### config.mk
export PLATFORM = sky130hd
export DESIGN_NAME = axi_core_slice_flat
export DESIGN_NICKNAME = d
export VERILOG_FILES = /design/src/rtl/axi_core_slice_if.sv /design/src/rtl/axi_core_slice.sv /design/src/flat_wrapper.sv
export SDC_FILE = /design/constraint.sdc
export NUM_CORES = 1
export LEC_CHECK = 0
export ABC_AREA = 1
export CAP_MARGIN = 10
export CORE_AREA = 2 2 186 188
export CTS_BUF_LIST = sky130_fd_sc_hd__clkbuf_4
export DETAILED_ROUTE_END_ITERATION = 10
export DIE_AREA = 0 0 188 190
export PLACE_DENSITY = 0.95
export SYNTH_ARGS = -nofsm -noshare
export SYNTH_HDL_FRONTEND = slang
export SYNTH_SLANG_ARGS = --single-unit
### constraint.sdc
create_clock -name aclk -period 3.15 [get_ports aclk]
set_input_delay 0.7875 -clock aclk [delete_from_list [all_inputs] [get_ports aclk]]
set_output_delay 0.7875 -clock aclk [all_outputs]
set_load 0.02 [all_outputs]
### src/rtl/axi_core_slice_if.sv
// axi_core_slice_if: AXI4 five-channel bundle shared by the core-side and bus-side ports of the slice.
interface axi_core_slice_if #(
    parameter int ADDR_W = 32,
    parameter int DATA_W = 32,
    parameter int ID_W   = 4
);
    logic [ADDR_W-1:0]   araddr, awaddr;
    logic [ID_W-1:0]     arid, awid, rid, bid;
    logic [7:0]          arlen, awlen;
    logic [2:0]          arsize, awsize, arprot, awprot;
    logic [1:0]          arburst, awburst, arlock, awlock, rresp, bresp;
    logic [3:0]          arcache, awcache;
    logic [DATA_W-1:0]   wdata, rdata;
    logic [DATA_W/8-1:0] wstrb;
    logic                arvalid, arready, awvalid, awready;
    logic                wlast, wvalid, wready, rlast, rvalid, rready, bvalid, bready;

    modport master (
        output araddr, arid, arlen, arsize, arburst, arlock, arcache, arprot, arvalid,
        input  arready,
        output awaddr, awid, awlen, awsize, awburst, awlock, awcache, awprot, awvalid,
        input  awready,
        output wdata, wstrb, wlast, wvalid,
        input  wready,
        input  rid, rdata, rresp, rlast, rvalid,
        output rready,
        input  bid, bresp, bvalid,
        output bready
    );

    modport slave (
        input  araddr, arid, arlen, arsize, arburst, arlock, arcache, arprot, arvalid,
        output arready,
        input  awaddr, awid, awlen, awsize, awburst, awlock, awcache, awprot, awvalid,
        output awready,
        input  wdata, wstrb, wlast, wvalid,
        output wready,
        output rid, rdata, rresp, rlast, rvalid,
        input  rready,
        output bid, bresp, bvalid,
        input  bready
    );
endinterface

### src/rtl/axi_core_slice.sv
// axi_core_slice: per-channel skid/bypass AXI4 register slice with outstanding-burst limiter and underflow flag.
module axi_core_slice_buf #(
    parameter int W    = 1,
    parameter bit SKID = 1'b1
) (
    input  logic         aclk,
    input  logic         aresetn,
    input  logic         run,
    input  logic         in_valid,
    output logic         in_ready,
    input  logic [W-1:0] in_data,
    output logic         out_valid,
    input  logic         out_ready,
    output logic [W-1:0] out_data
);
    if (SKID) begin : g_skid
        logic [W-1:0] mem [2];
        logic [1:0]   cnt;
        logic         rd, push, pop;
        assign in_ready  = run & ~cnt[1];
        assign out_valid = cnt != 2'd0;
        assign out_data  = mem[rd];
        assign push      = in_valid & in_ready;
        assign pop       = out_valid & out_ready;
        // write slot is the one after the head when a single entry is held
        always_ff @(posedge aclk or negedge aresetn) begin
            if (!aresetn) begin
                mem[0] <= '0;
                mem[1] <= '0;
                cnt    <= 2'd0;
                rd     <= 1'b0;
            end else begin
                if (push) mem[rd ^ cnt[0]] <= in_data;
                if (pop) rd <= ~rd;
                cnt <= cnt + {1'b0, push} - {1'b0, pop};
            end
        end
    end else begin : g_byp
        assign out_valid = in_valid & run;
        assign in_ready  = out_ready & run;
        assign out_data  = in_data;
    end
endmodule

module axi_core_slice #(
    parameter int       ADDR_W   = 32,
    parameter int       DATA_W   = 32,
    parameter int       ID_W     = 4,
    parameter int       MAX_OUTS = 4,
    parameter bit [4:0] CH_MODE  = 5'b11111
) (
    input  logic                          aclk,
    input  logic                          aresetn,
    axi_core_slice_if.slave               s,
    axi_core_slice_if.master              m,
    output logic [$clog2(MAX_OUTS+1)-1:0] rd_outs,
    output logic [$clog2(MAX_OUTS+1)-1:0] wr_outs,
    output logic                          resp_err
);
    localparam int CW  = $clog2(MAX_OUTS+1);
    localparam int A_W = ADDR_W + ID_W + 22;
    localparam int W_W = DATA_W + DATA_W/8 + 1;
    localparam int R_W = ID_W + DATA_W + 3;
    localparam int B_W = ID_W + 2;

    logic           run, rd_ok, wr_ok, ar_rdy, aw_rdy;
    logic           rd_inc, rd_dec, wr_inc, wr_dec;
    logic [CW-1:0]  rd_nxt, wr_nxt;
    logic [A_W-1:0] ar_out, aw_out;
    logic [W_W-1:0] w_out;
    logic [R_W-1:0] r_out;
    logic [B_W-1:0] b_out;

    // limit gates only the core side so a beat already offered to the bus is never withdrawn
    assign rd_ok     = rd_outs != CW'(MAX_OUTS);
    assign wr_ok     = wr_outs != CW'(MAX_OUTS);
    assign s.arready = ar_rdy & rd_ok;
    assign s.awready = aw_rdy & wr_ok;

    axi_core_slice_buf #(.W(A_W), .SKID(CH_MODE[0])) u_ar (
        .aclk, .aresetn, .run,
        .in_valid(s.arvalid & rd_ok), .in_ready(ar_rdy),
        .in_data({s.araddr, s.arid, s.arlen, s.arsize, s.arburst, s.arlock, s.arcache, s.arprot}),
        .out_valid(m.arvalid), .out_ready(m.arready), .out_data(ar_out)
    );
    assign {m.araddr, m.arid, m.arlen, m.arsize, m.arburst, m.arlock, m.arcache, m.arprot} = ar_out;

    axi_core_slice_buf #(.W(A_W), .SKID(CH_MODE[1])) u_aw (
        .aclk, .aresetn, .run,
        .in_valid(s.awvalid & wr_ok), .in_ready(aw_rdy),
        .in_data({s.awaddr, s.awid, s.awlen, s.awsize, s.awburst, s.awlock, s.awcache, s.awprot}),
        .out_valid(m.awvalid), .out_ready(m.awready), .out_data(aw_out)
    );
    assign {m.awaddr, m.awid, m.awlen, m.awsize, m.awburst, m.awlock, m.awcache, m.awprot} = aw_out;

    axi_core_slice_buf #(.W(W_W), .SKID(CH_MODE[2])) u_w (
        .aclk, .aresetn, .run,
        .in_valid(s.wvalid), .in_ready(s.wready), .in_data({s.wdata, s.wstrb, s.wlast}),
        .out_valid(m.wvalid), .out_ready(m.wready), .out_data(w_out)
    );
    assign {m.wdata, m.wstrb, m.wlast} = w_out;

    axi_core_slice_buf #(.W(R_W), .SKID(CH_MODE[3])) u_r (
        .aclk, .aresetn, .run,
        .in_valid(m.rvalid), .in_ready(m.rready), .in_data({m.rid, m.rdata, m.rresp, m.rlast}),
        .out_valid(s.rvalid), .out_ready(s.rready), .out_data(r_out)
    );
    assign {s.rid, s.rdata, s.rresp, s.rlast} = r_out;

    axi_core_slice_buf #(.W(B_W), .SKID(CH_MODE[4])) u_b (
        .aclk, .aresetn, .run,
        .in_valid(m.bvalid), .in_ready(m.bready), .in_data({m.bid, m.bresp}),
        .out_valid(s.bvalid), .out_ready(s.bready), .out_data(b_out)
    );
    assign {s.bid, s.bresp} = b_out;

    assign rd_inc = s.arvalid & s.arready;
    assign rd_dec = m.rvalid & m.rready & m.rlast;
    assign wr_inc = s.awvalid & s.awready;
    assign wr_dec = m.bvalid & m.bready;

    always_comb begin
        rd_nxt = (rd_inc & ~rd_dec) ? rd_outs + CW'(1) :
                 (rd_dec & ~rd_inc & rd_outs != '0) ? rd_outs - CW'(1) : rd_outs;
        wr_nxt = (wr_inc & ~wr_dec) ? wr_outs + CW'(1) :
                 (wr_dec & ~wr_inc & wr_outs != '0) ? wr_outs - CW'(1) : wr_outs;
    end

    always_ff @(posedge aclk or negedge aresetn) begin
        if (!aresetn) begin
            run      <= 1'b0;
            rd_outs  <= '0;
            wr_outs  <= '0;
            resp_err <= 1'b0;
        end else begin
            run     <= 1'b1;
            rd_outs <= rd_nxt;
            wr_outs <= wr_nxt;
            if ((rd_dec && rd_outs == '0) || (wr_dec && wr_outs == '0)) resp_err <= 1'b1;
        end
    end
endmodule

### src/flat_wrapper.sv
// flat-port wrapper written by rule: the top's interface ports become plain ports
module axi_core_slice_flat 
#(
    parameter int       ADDR_W   = 32,
    parameter int       DATA_W   = 32,
    parameter int       ID_W     = 4,
    parameter int       MAX_OUTS = 4,
    parameter bit [4:0] CH_MODE  = 5'b11111
)
  (aclk, aresetn, rd_outs, wr_outs, resp_err, s_araddr, s_arid, s_arlen, s_arsize, s_arburst, s_arlock, s_arcache, s_arprot, s_arvalid, s_arready, s_awaddr, s_awid, s_awlen, s_awsize, s_awburst, s_awlock, s_awcache, s_awprot, s_awvalid, s_awready, s_wdata, s_wstrb, s_wlast, s_wvalid, s_wready, s_rid, s_rdata, s_rresp, s_rlast, s_rvalid, s_rready, s_bid, s_bresp, s_bvalid, s_bready, m_araddr, m_arid, m_arlen, m_arsize, m_arburst, m_arlock, m_arcache, m_arprot, m_arvalid, m_arready, m_awaddr, m_awid, m_awlen, m_awsize, m_awburst, m_awlock, m_awcache, m_awprot, m_awvalid, m_awready, m_wdata, m_wstrb, m_wlast, m_wvalid, m_wready, m_rid, m_rdata, m_rresp, m_rlast, m_rvalid, m_rready, m_bid, m_bresp, m_bvalid, m_bready);
  axi_core_slice_if #(.ADDR_W(ADDR_W), .DATA_W(DATA_W), .ID_W(ID_W)) s_i ();
  axi_core_slice_if #(.ADDR_W(ADDR_W), .DATA_W(DATA_W), .ID_W(ID_W)) m_i ();
  input  logic aclk;
  input  logic aresetn;
  output logic [$clog2(MAX_OUTS+1)-1:0] rd_outs;
  output logic [$clog2(MAX_OUTS+1)-1:0] wr_outs;
  output logic resp_err;
  input wire logic [$bits(s_i.araddr)-1:0] s_araddr;
  input wire logic [$bits(s_i.arid)-1:0] s_arid;
  input wire logic [$bits(s_i.arlen)-1:0] s_arlen;
  input wire logic [$bits(s_i.arsize)-1:0] s_arsize;
  input wire logic [$bits(s_i.arburst)-1:0] s_arburst;
  input wire logic [$bits(s_i.arlock)-1:0] s_arlock;
  input wire logic [$bits(s_i.arcache)-1:0] s_arcache;
  input wire logic [$bits(s_i.arprot)-1:0] s_arprot;
  input wire logic [$bits(s_i.arvalid)-1:0] s_arvalid;
  output wire logic [$bits(s_i.arready)-1:0] s_arready;
  input wire logic [$bits(s_i.awaddr)-1:0] s_awaddr;
  input wire logic [$bits(s_i.awid)-1:0] s_awid;
  input wire logic [$bits(s_i.awlen)-1:0] s_awlen;
  input wire logic [$bits(s_i.awsize)-1:0] s_awsize;
  input wire logic [$bits(s_i.awburst)-1:0] s_awburst;
  input wire logic [$bits(s_i.awlock)-1:0] s_awlock;
  input wire logic [$bits(s_i.awcache)-1:0] s_awcache;
  input wire logic [$bits(s_i.awprot)-1:0] s_awprot;
  input wire logic [$bits(s_i.awvalid)-1:0] s_awvalid;
  output wire logic [$bits(s_i.awready)-1:0] s_awready;
  input wire logic [$bits(s_i.wdata)-1:0] s_wdata;
  input wire logic [$bits(s_i.wstrb)-1:0] s_wstrb;
  input wire logic [$bits(s_i.wlast)-1:0] s_wlast;
  input wire logic [$bits(s_i.wvalid)-1:0] s_wvalid;
  output wire logic [$bits(s_i.wready)-1:0] s_wready;
  output wire logic [$bits(s_i.rid)-1:0] s_rid;
  output wire logic [$bits(s_i.rdata)-1:0] s_rdata;
  output wire logic [$bits(s_i.rresp)-1:0] s_rresp;
  output wire logic [$bits(s_i.rlast)-1:0] s_rlast;
  output wire logic [$bits(s_i.rvalid)-1:0] s_rvalid;
  input wire logic [$bits(s_i.rready)-1:0] s_rready;
  output wire logic [$bits(s_i.bid)-1:0] s_bid;
  output wire logic [$bits(s_i.bresp)-1:0] s_bresp;
  output wire logic [$bits(s_i.bvalid)-1:0] s_bvalid;
  input wire logic [$bits(s_i.bready)-1:0] s_bready;
  output wire logic [$bits(m_i.araddr)-1:0] m_araddr;
  output wire logic [$bits(m_i.arid)-1:0] m_arid;
  output wire logic [$bits(m_i.arlen)-1:0] m_arlen;
  output wire logic [$bits(m_i.arsize)-1:0] m_arsize;
  output wire logic [$bits(m_i.arburst)-1:0] m_arburst;
  output wire logic [$bits(m_i.arlock)-1:0] m_arlock;
  output wire logic [$bits(m_i.arcache)-1:0] m_arcache;
  output wire logic [$bits(m_i.arprot)-1:0] m_arprot;
  output wire logic [$bits(m_i.arvalid)-1:0] m_arvalid;
  input wire logic [$bits(m_i.arready)-1:0] m_arready;
  output wire logic [$bits(m_i.awaddr)-1:0] m_awaddr;
  output wire logic [$bits(m_i.awid)-1:0] m_awid;
  output wire logic [$bits(m_i.awlen)-1:0] m_awlen;
  output wire logic [$bits(m_i.awsize)-1:0] m_awsize;
  output wire logic [$bits(m_i.awburst)-1:0] m_awburst;
  output wire logic [$bits(m_i.awlock)-1:0] m_awlock;
  output wire logic [$bits(m_i.awcache)-1:0] m_awcache;
  output wire logic [$bits(m_i.awprot)-1:0] m_awprot;
  output wire logic [$bits(m_i.awvalid)-1:0] m_awvalid;
  input wire logic [$bits(m_i.awready)-1:0] m_awready;
  output wire logic [$bits(m_i.wdata)-1:0] m_wdata;
  output wire logic [$bits(m_i.wstrb)-1:0] m_wstrb;
  output wire logic [$bits(m_i.wlast)-1:0] m_wlast;
  output wire logic [$bits(m_i.wvalid)-1:0] m_wvalid;
  input wire logic [$bits(m_i.wready)-1:0] m_wready;
  input wire logic [$bits(m_i.rid)-1:0] m_rid;
  input wire logic [$bits(m_i.rdata)-1:0] m_rdata;
  input wire logic [$bits(m_i.rresp)-1:0] m_rresp;
  input wire logic [$bits(m_i.rlast)-1:0] m_rlast;
  input wire logic [$bits(m_i.rvalid)-1:0] m_rvalid;
  output wire logic [$bits(m_i.rready)-1:0] m_rready;
  input wire logic [$bits(m_i.bid)-1:0] m_bid;
  input wire logic [$bits(m_i.bresp)-1:0] m_bresp;
  input wire logic [$bits(m_i.bvalid)-1:0] m_bvalid;
  output wire logic [$bits(m_i.bready)-1:0] m_bready;
  assign s_i.araddr = s_araddr;
  assign s_i.arid = s_arid;
  assign s_i.arlen = s_arlen;
  assign s_i.arsize = s_arsize;
  assign s_i.arburst = s_arburst;
  assign s_i.arlock = s_arlock;
  assign s_i.arcache = s_arcache;
  assign s_i.arprot = s_arprot;
  assign s_i.arvalid = s_arvalid;
  assign s_arready = s_i.arready;
  assign s_i.awaddr = s_awaddr;
  assign s_i.awid = s_awid;
  assign s_i.awlen = s_awlen;
  assign s_i.awsize = s_awsize;
  assign s_i.awburst = s_awburst;
  assign s_i.awlock = s_awlock;
  assign s_i.awcache = s_awcache;
  assign s_i.awprot = s_awprot;
  assign s_i.awvalid = s_awvalid;
  assign s_awready = s_i.awready;
  assign s_i.wdata = s_wdata;
  assign s_i.wstrb = s_wstrb;
  assign s_i.wlast = s_wlast;
  assign s_i.wvalid = s_wvalid;
  assign s_wready = s_i.wready;
  assign s_rid = s_i.rid;
  assign s_rdata = s_i.rdata;
  assign s_rresp = s_i.rresp;
  assign s_rlast = s_i.rlast;
  assign s_rvalid = s_i.rvalid;
  assign s_i.rready = s_rready;
  assign s_bid = s_i.bid;
  assign s_bresp = s_i.bresp;
  assign s_bvalid = s_i.bvalid;
  assign s_i.bready = s_bready;
  assign m_araddr = m_i.araddr;
  assign m_arid = m_i.arid;
  assign m_arlen = m_i.arlen;
  assign m_arsize = m_i.arsize;
  assign m_arburst = m_i.arburst;
  assign m_arlock = m_i.arlock;
  assign m_arcache = m_i.arcache;
  assign m_arprot = m_i.arprot;
  assign m_arvalid = m_i.arvalid;
  assign m_i.arready = m_arready;
  assign m_awaddr = m_i.awaddr;
  assign m_awid = m_i.awid;
  assign m_awlen = m_i.awlen;
  assign m_awsize = m_i.awsize;
  assign m_awburst = m_i.awburst;
  assign m_awlock = m_i.awlock;
  assign m_awcache = m_i.awcache;
  assign m_awprot = m_i.awprot;
  assign m_awvalid = m_i.awvalid;
  assign m_i.awready = m_awready;
  assign m_wdata = m_i.wdata;
  assign m_wstrb = m_i.wstrb;
  assign m_wlast = m_i.wlast;
  assign m_wvalid = m_i.wvalid;
  assign m_i.wready = m_wready;
  assign m_i.rid = m_rid;
  assign m_i.rdata = m_rdata;
  assign m_i.rresp = m_rresp;
  assign m_i.rlast = m_rlast;
  assign m_i.rvalid = m_rvalid;
  assign m_rready = m_i.rready;
  assign m_i.bid = m_bid;
  assign m_i.bresp = m_bresp;
  assign m_i.bvalid = m_bvalid;
  assign m_bready = m_i.bready;
  axi_core_slice #(.ADDR_W(ADDR_W), .DATA_W(DATA_W), .ID_W(ID_W), .MAX_OUTS(MAX_OUTS), .CH_MODE(CH_MODE)) u_core (.aclk(aclk), .aresetn(aresetn), .s(s_i), .m(m_i), .rd_outs(rd_outs), .wr_outs(wr_outs), .resp_err(resp_err));
endmodule
Yosys cells after proc, flatten, opt, wreduce, memory -nomap -nowiden
Cells that the tools add are included.
Storage, ports and cells
  register bits: 419
  bits in latches: 0
  output and inout bits: 215
  memory bits (read-only): 0
  memories kept: 0
  RAM bits: 0
  input bits: 210
Operators by class
  reductions and logical operators: 19
  add/sub/neg operators: 14
  bitwise logic cells: 57
  mux-type cells: 34
  divide/modulo/power cells: 0
  $mul: 0
  equal/unequal tests: 2
  magnitude comparators: 15
  shift operators: 0
Operators by type and width (number)
  2-to-1 mux 58 bit: 8
  bitwise mux 116 bit: 2
  2-to-1 mux 39 bit: 4
  2-to-1 mux 37 bit: 4
  demux 58 bit (select 1 bit): 2
  bitwise mux 78 bit: 1
  bitwise mux 74 bit: 1
  demux 39 bit (select 1 bit): 1
  demux 37 bit (select 1 bit): 1
  AND 1 bit: 28
  2-to-1 mux 6 bit: 4
  greater-or-equal comparator 2 bit (second input constant): 10
  inverter 1 -> 2 bit: 10
  inverter 1 bit: 14
  nonzero test 2 bit: 7
  bitwise mux 12 bit: 1
  2-to-1 mux 3 bit: 4
  adder 2 x 1 -> 2 bit: 5
  less-than comparator 2 x 1 -> 1 bit (second input constant): 5
  subtractor 2 x 1 -> 2 bit: 5
  logical AND 1 bit: 7
  adder 3 x 1 -> 3 bit (second input constant): 2
  demux 6 bit (select 1 bit): 1
  logical NOT 3 bit: 2
  5 further kinds: 12

Depth between registers and ports, before layout
Gate-level depths: netlist of run 1.
  depth in word-level cells: 9
  depth in mapped cells: 10
  gate-level depth less buffers: 10

By module
A second synthesis of run 1 with hierarchy kept.
Second synthesis, totals
  cells, all modules: 2570
  area total of the unflattened synthesis: 19867.8 sq um
Modules (own cells, without submodules)
  axi_core_slice_buf (u_core.u_ar ...): area each 5541.6 sq um, instances 2, cells each 720
  axi_core_slice_buf (u_core.u_r): area each 3788.6 sq um, instances 1, cells each 494
  axi_core_slice_buf (u_core.u_w): area each 3678.5 sq um, instances 1, cells each 469
  axi_core_slice_buf (u_core.u_b): area each 805.8 sq um, instances 1, cells each 100
  axi_core_slice: area each 511.7 sq um, instances 1, cells each 67

Worst setup path before layout of run 1
No wires, ideal clock.
  kind: reg-to-output
  start: register u_core.u_ar.g_skid.rd
  end: output m_araddr[21]
  cell stages (with the launch flop): 7
  setup slack: 1014 ps
  arrival time: 1349 ps
  buffers on the path: 3
  data required time: 2362 ps
  cells stage by stage: dfrtp_1 -> buf_2 -> inv_2 -> clkbuf_1 -> buf_1 -> nand2_1 -> nand2_1
On the way
  cells in the longest elaborated chain, start to end: 4
RTL lines
  from (decl): line axi_core_slice.sv:19  | logic rd, push, pop;
  from (signal assigned): line axi_core_slice.sv:34  | if (pop) rd <= ~rd;
  inverter 1 -> 2 bit (not written as such): line axi_core_slice.sv:22  | assign out_data = mem[rd];
  2-to-1 mux 58 bit (not written as such) (3 in a row): line axi_core_slice.sv:22
  to (decl): line flat_wrapper.sv:53  | output wire logic [$bits(m_i.araddr)-1:0] m_araddr;
No other way between the ends. The select of a mux whose other input is x is not followed.

Final worst setup path of run 1
  start: register u_core.u_w.g_skid.rd
  end: output m_wdata[2]
On the way
  cells in the longest elaborated chain, start to end: 4
RTL lines
  from (decl): line axi_core_slice.sv:19
  from (signal assigned): line axi_core_slice.sv:34
  inverter 1 -> 2 bit (not written as such): line axi_core_slice.sv:22
  2-to-1 mux 37 bit (not written as such) (3 in a row): line axi_core_slice.sv:22
  to (decl): line flat_wrapper.sv:73  | output wire logic [$bits(m_i.wdata)-1:0] m_wdata;
No other way between the ends. The select of a mux whose other input is x is not followed.

==> impl_metrics.toml, run 1 <==
[clocking]
cts_tree = "done"
clkLatencyLatePin_ps = 750
clock_sinks = 419
cts_made_buffers = 106
htree_levels = 3
clock_path_buffers = 3
clkTransAtPathRegs_ps = 60
ctsRootBufferMaster = "clkbuf_4"

[synth]
synth_top_area_share = 0.570
syn_inst = 2266
synth.area.top_cells = "dfrtp_1, nand2_1, o21ai_0"
syn_avg_cell_area_sq_um = 8.12
syn_area_sq_mm = 0.0184
syn_nets = 2488
ys_ff_latch = 419
synth.distinct_cells = 29
ys.warnings.count = 0
ys_seq_area_frac = 0.570
yosys.area.top_type = "dfrtp_1"

[finish]
fin_cells = 3215
multiInputGateArea_sq_mm = 0.00645
area_growth_pct = 33.4
final_util = 0.723
register_area_sq_mm = 0.0105
final_nets = 2923
fillers = 2135
layout-drive-gt1-share = 0.0787

[worst_setup_path]
cp_data_arrival_time_ps = 2280
ff2ff_setup_slack_ps = 530
startpoint = "u_core.u_w.g_skid.rd"
reg2regPathDepth = 5
crit_path_max_incr_delay_ps = 640
path_common_cell = "nand2_1"
crit_chain = "buf_12 -> nand2_1 -> nand2_1 -> clkdlybuf4s50_1"
startpoint_type = "register"
path_max_fanout = 38
reg2reg_to = "u_core.u_aw.g_skid.mem[98]"
worst_r2r_startpoint = "u_core.u_aw.g_skid.rd"
crit_required_ps = 2360
end_kind = "primary output"
endpoint = "m_wdata[2]"
critPathKind = "reg -> out"
crit_slowest_cell = "clkdlybuf4s50_1"

[pwr]
p_seq_frac = 0.352
finalPower_w = 0.0263
p_sw_w = 0.0112
pwr-share-comb = 0.481
power_density_mw_per_mm2 = 1070
p_leak_nw = 14.0
ir_drop_mv = 0.732
p_int_w = 0.0151
p_clk_frac = 0.167
sw_frac_of_total = 0.426

[grt]
grt_pass1_vias = 17576
grt_max_degree = 117
grt_pass1_wl_microns = 86200
antenna_found_initial = 2
track_usage = 0.300
gr-total-overflow = 0

[sta]
fin_ws_ps = 81.8
layout_min_cycle_time_ps = 3070
finalCritPeriodShare = 0.974
slew_headroom = 0.210
finalHoldViolCount = 0
finalSetupViolCount = 0
worstMarginPinSlew_ps = 1180
holdWs_ps = 485
skew_ps = 36.6
drv_slew = 0
clock.fmax_mhz = 326

[detailed_routing]
ant_nets = 0
drt-initial-drc-count = 1599
routed-wl-met3_microns = 5070
drtPass1Iterations = 9
drc_errors = 0
drt-met1-wl_microns = 19500
met2_length_microns = 27500
routed_wl_microns = 54800
top_layer_used = "met4"
via_count = 17387
wl_per_cell_microns = 17.1
viasPerCell = 5.41

[hold_path]
hold_class = "reg -> reg"

[placement]
port_buffers = 424
hpwl_microns = 34800
dpl_worst_slack_ps = 365
placed_cells = 3045
place.gp.congestion = 0.900

[floorplan]
die_h_microns = 190
start_util = 0.542
die_w_microns = 188
dieArea_sq_mm = 0.0357
core_area_sq_mm = 0.0339
design.portCount = 425
rows = 68

[flow_run]
maxCapViolCount = 0

[status]
outcome = "finished clean"
[cell usage in the layout, fill, tap and decap left out, types with 2 or more instances in the layout]
master / count
buf_6: 2
dlygate4sd2_1: 43
ha_1: 10
nand3_2: 4
nand3_4: 2
clkdlybuf4s50_1: 291
diode_2: 2
nand3_1: 6
buf_8: 2
buf_4: 9
clkinv_2: 2
nor2_1: 4
or2_2: 8
or2_4: 2
fa_1: 2
clkinv_1: 9
buf_12: 17
nor2_4: 3
xnor2_1: 7
dlymetal6s2s_1: 89
bufinv_16: 2
dfrtp_1: 416
inv_2: 5
o21ai_1: 91
inv_1: 222
xor2_1: 13
clkbuf_4: 149
dfrtp_2: 3
nand2_1: 1023
o21ai_0: 306
nand4_1: 3
[synthesized netlist by cell type (all sizes together)]
| cell type | number |
|---|---|
| and2 | 1 |
| ha | 10 |
| buf | 52 |
| xor2 | 13 |
| nor2 | 8 |
| nand3 | 12 |
| or2 | 10 |
| nand4 | 3 |
| o31ai | 1 |
| o21ai | 397 |
| a21oi | 2 |
| xnor2 | 7 |
| a31oi | 1 |
| inv | 227 |
| fa | 2 |
| dfrtp | 419 |
| clkbuf | 77 |
| nand2 | 1023 |
| conb | 1 |
[cells by family after synthesis]
kind of cell | count (synthesis) | synth area share
buffers and inverters | 356 | 0.0811
flip-flops | 419 | 0.570
AO/OA/AOI/OAI | 401 | 0.110
XOR/XNOR | 20 | 0.00952
adder cells (fa/ha/maj) | 12 | 0.00898
AND/OR/NAND/NOR | 1057 | 0.221
other | 1 | 0.000204
[sequential cells by signal, summed over array words and instances (netlist names)]
register / cells
u_core.u_b.g_skid.mem: 12
u_core.u_w.g_skid.mem: 74
u_core.u_w.g_skid.rd: 1
u_core.u_w.g_skid.cnt: 2
u_core.u_b.g_skid.rd: 1
u_core.u_aw.g_skid.mem: 116
u_core.wr_outs: 3
u_core.rd_outs: 3
u_core.u_aw.g_skid.rd: 1
u_core.u_b.g_skid.cnt: 2
u_core.resp_err: 1
u_core.u_r.g_skid.cnt: 2
u_core.u_ar.g_skid.cnt: 2
u_core.u_aw.g_skid.cnt: 2
u_core.run: 1
u_core.u_ar.g_skid.rd: 1
u_core.u_r.g_skid.rd: 1
u_core.u_r.g_skid.mem: 78
u_core.u_ar.g_skid.mem: 116
[worst max-delay path, delay by kind of cell (launching register included)]
kind                   cells  cell delay (ps)
flip-flops                 1              420
AND/OR/NAND/NOR            2              230
buffers and inverters      2              880
[layer usage]
| layer | vias to the layer above | GRT usage |
|---|---|---|
| met3 | 226 | 0.0825 |
| li1 | 7875 | - |
| met4 | 0 | 0.168 |
| met1 | 8274 | 0.350 |
| met2 | 1012 | 0.503 |
| met5 | - | 0 |
[area by class of cell]
type | count | share of cell area
clock inverters | 16 | 0.00484
diodes | 2 | 0.000204
clock buffers | 149 | 0.0456
well taps | 455 | 0.0232
multi-input cells | 1491 | 0.263
inverters | 227 | 0.0352
flip-flops and latches | 419 | 0.427
repair buffers | 456 | 0.201
[per-stage QoR]
stage / area (sq um) / setup TNS [ps]
2_1_floorplan: 18400 / 0
3_3_place_gp: 23000 / 0
3_5_place_dp: 23000 / 0
4_1_cts: 24300 / -5.70
5_1_grt: 24500 / -55.7
6_report: 24500 / 0
[timing repair]
item | CTS | global route
gates cloned | 1 | 1
hold buffers | 1 | 0
hold endpoints to repair | 30 | 0
gates resized for setup | 61 | 94
setup endpoints to repair | 157 | 116
setup buffers | 0 | 0
[worst min path at each step]
stage          depth (start not counted)                       start                    endpoint
2_1_floorplan                          2  u_core.u_ar.g_skid.mem[56]  u_core.u_ar.g_skid.mem[56]
3_3_place_gp                           2  u_core.u_ar.g_skid.mem[96]  u_core.u_ar.g_skid.mem[96]
3_5_place_dp                           2   u_core.u_r.g_skid.mem[27]   u_core.u_r.g_skid.mem[27]
4_1_cts                                2   u_core.u_r.g_skid.mem[12]   u_core.u_r.g_skid.mem[12]
5_1_grt                                2   u_core.u_w.g_skid.mem[54]   u_core.u_w.g_skid.mem[54]
6_report                               2   u_core.u_r.g_skid.mem[12]   u_core.u_r.g_skid.mem[12]
[power groups by stage]
stage / Combinational (W) / Sequential (W) / Clock, W
CTS: 0.0127 / 0.00917 / 0.00447
global placement: 0.0121 / 0.00900 / 0
floorplan: 0.00719 / 0.00883 / 0
finish: 0.0126 / 0.00927 / 0.00440
detailed placement: 0.0126 / 0.00918 / 0
global route: 0.0137 / 0.00949 / 0.00479
No activity file was read; power rests on OpenSTA's default activity.
==> run 2: changes to the inputs <==
ABC_CLOCK_PERIOD_IN_PS = 3150   (was unset)
CORE_AREA = 2 2 194 196   (was 2 2 186 188)
DIE_AREA = 0 0 196 198   (was 0 0 188 190)
PLACE_DENSITY = 0.94   (was 0.95)
SYNTH_HIERARCHICAL = 1   (was unset)
==> impl_metrics.toml, run 2 <==
[status]
outcome = "finished clean"

[grt]
track_usage = 0.319
top_usage_layer = "met2"
gr-total-overflow = 0
grt.met1_usage = 0.377
grt_pass1_wl_microns = 99100
met2_usage = 0.524
grt_max_degree = 86
antenna_found_initial = 5
grt_pass1_vias = 19950
grt_use_met3 = 0.0918

[sta]
worstMarginPinSlew_ps = 810
slew_headroom = 0.460
finalCritPeriodShare = 0.968
layout_min_cycle_time_ps = 3050
holdWs_ps = 472
rsz0062_at_grt = "no"
setup_tns_ps = 0
clock.fmax_mhz = 328
skew_ps = 32.8
finalSetupViolCount = 0
drv_slew = 0
finalHoldViolCount = 0

[detailed_routing]
viasPerCell = 5.59
via_count = 19894
routed_wl_microns = 63100
drt-initial-drc-count = 1732
drc_errors = 0
ant_nets = 0
drtPass1Iterations = 5
wl_per_cell_microns = 17.7

[pwr]
p_leak_nw = 14.4
power_density_mw_per_mm2 = 1110
finalPower_w = 0.0286
ir_drop_mv = 0.633

[finish]
reg_top3 = "u_core/u_ar/g_skid.mem (116), u_core/u_aw/g_skid.mem (116), u_core/u_r/g_skid.mem (78)"
fin_cells = 3558
layout_common_cells = "nand2_1, dfrtp_1, nand3_1, clkdlybuf4s50_1, clkbuf_4"
final_nets = 3231
final_util = 0.697
layout-drive-gt1-share = 0.105
mostFrequentLayoutCell = "nand2_1"
area_growth_pct = 29.7
fillers = 2659

[placement]
hpwl_microns = 39900
port_buffers = 424
placed_cells = 3360
place.gp.congestion = 0.886

[synth]
ys_async_sr_fraction = 1.00
syn_inst = 2570
synth.distinct_cells = 27
ys.warnings.count = 6
synth_edf_count = 0
synth_top_area_share = 0.528
synth.area.top_cells = "dfrtp_1, nand2_1, nand3_1"
ys_seq_area_frac = 0.528
yosys.area.top_type = "dfrtp_1"
ys_ff_latch = 419
ys.flop_type = "dfrtp_1"
synth_common_cells = "nand2_1, dfrtp_1, nand3_1"
syn_avg_cell_area_sq_um = 7.73
syn_area_sq_mm = 0.0199
synth_most_common_cell = "nand2_1"
syn_nets = 2792

[floorplan]
rows = 71
design.portCount = 425
dieArea_sq_mm = 0.0388
die_w_microns = 196
start_util = 0.538
core_area_sq_mm = 0.0370
die_h_microns = 198

[clocking]
clkTransAtPathRegs_ps = 70
ctsRootBufferMaster = "clkbuf_4"
htree_levels = 3
cts_made_buffers = 106
clkLatencyLatePin_ps = 820
clock_sinks = 419
clock_path_buffers = 3
cts_tree = "done"

[hold_path]
hold_path_startpoint = "u_core/u_r/g_skid.mem[58]"
hold_class = "reg -> reg"
hold_depth = 2
hold_end = "u_core/u_r/g_skid.mem[58]"

[worst_setup_path]
reg2reg_to = "u_core/u_ar/g_skid.mem[66]"
worst_r2r_startpoint = "u_core/u_ar/g_skid.rd"
path_max_fanout = 20
startpoint_type = "register"
critPathKind = "reg -> out"
reg2regPathDepth = 7
cp_data_arrival_time_ps = 2260
ff2ff_setup_slack_ps = 930
end_kind = "primary output"
crit_required_ps = 2360

[flow_run]
maxCapViolCount = 0
run 2: layout make-up:
class,count,area [sq um],share of cell area
Antenna cell,4,10.0,0.000389
Clock buffer,162,1220,0.0472
Clock inverter,17,139,0.00539
Inverter,53,231,0.00898
Multi-Input combinational cell,1933,8150,0.316
Sequential cell,419,10500,0.407
Tap cell,474,593,0.0230
Timing Repair Buffer,493,4900,0.190
Timing Repair inverter,3,23.8,0.000923
run 2: cells by family (layout without fill, tap and decap cells):
| group | count (synthesis) | in the layout | synth area share |
|---|---|---|---|
| AND/OR/NAND/NOR | 1898 | 1898 | 0.392 |
| flip-flops | 419 | 419 | 0.528 |
| buffers and inverters | 218 | 728 | 0.0625 |
| XOR/XNOR | 15 | 15 | 0.00661 |
| adder cells (fa/ha/maj) | 12 | 12 | 0.00831 |
| AO/OA/AOI/OAI | 7 | 7 | 0.00227 |
| other | 1 | 5 | 0.000189 |
run 2: what timing repair did:
item,in CTS,in global routing
hold buffers,1,0
gates resized for setup,241,16
gates cloned,5,1
pin swaps,0,0
endpoints found under the hold margin,18,0
setup endpoints to repair,185,37
buffers inserted,6,2
run 2: worst max-delay path, cell delays in order (launching register included):
cell and delay (ps):
dfrtp_4 490, buf_6 230, nand2_1 70, nand2_1 70
clkdlybuf4s50_1 610
run 2: how the worst max path moves through the flow:
stage	start	to	slack, ps	cells after the start
global placement	s_arvalid	u_core/u_ar/g_skid.cnt[1]	470	11
global route	u_core/u_ar/g_skid.rd	m_araddr[14]	10	4
floorplan	s_arvalid	u_core/u_ar/g_skid.cnt[1]	960	12
CTS	u_core/u_aw/g_skid.rd	m_awprot[1]	0.7	6
detailed placement	s_arvalid	u_core/u_ar/g_skid.mem[115]	390	7
finish	u_core/u_ar/g_skid.rd	m_araddr[14]	100	4
run 2: metrics by stage:
step	setup slack [ps]	cell area, sq um
final	99.5	25800
after global routing	12.4	25800
after CTS	0.718	25700
after detailed placement	389	24300
after global placement	474	24300
after floorplan	960	19900
run 2: where the power goes:
| group | internal, W | switching, W | total [W] |
|---|---|---|---|
| clock | 0.00248 | 0.00224 | 0.00473 |
| combinational | 0.00500 | 0.00954 | 0.0145 |
| sequential | 0.00782 | 0.00155 | 0.00937 |
run 2: layer usage:
metal,up-vias,routed length [microns]
met3,252,7110
met4,4,3360
met5,-,25
met2,1354,30200
li1,8942,-
met1,9342,22400
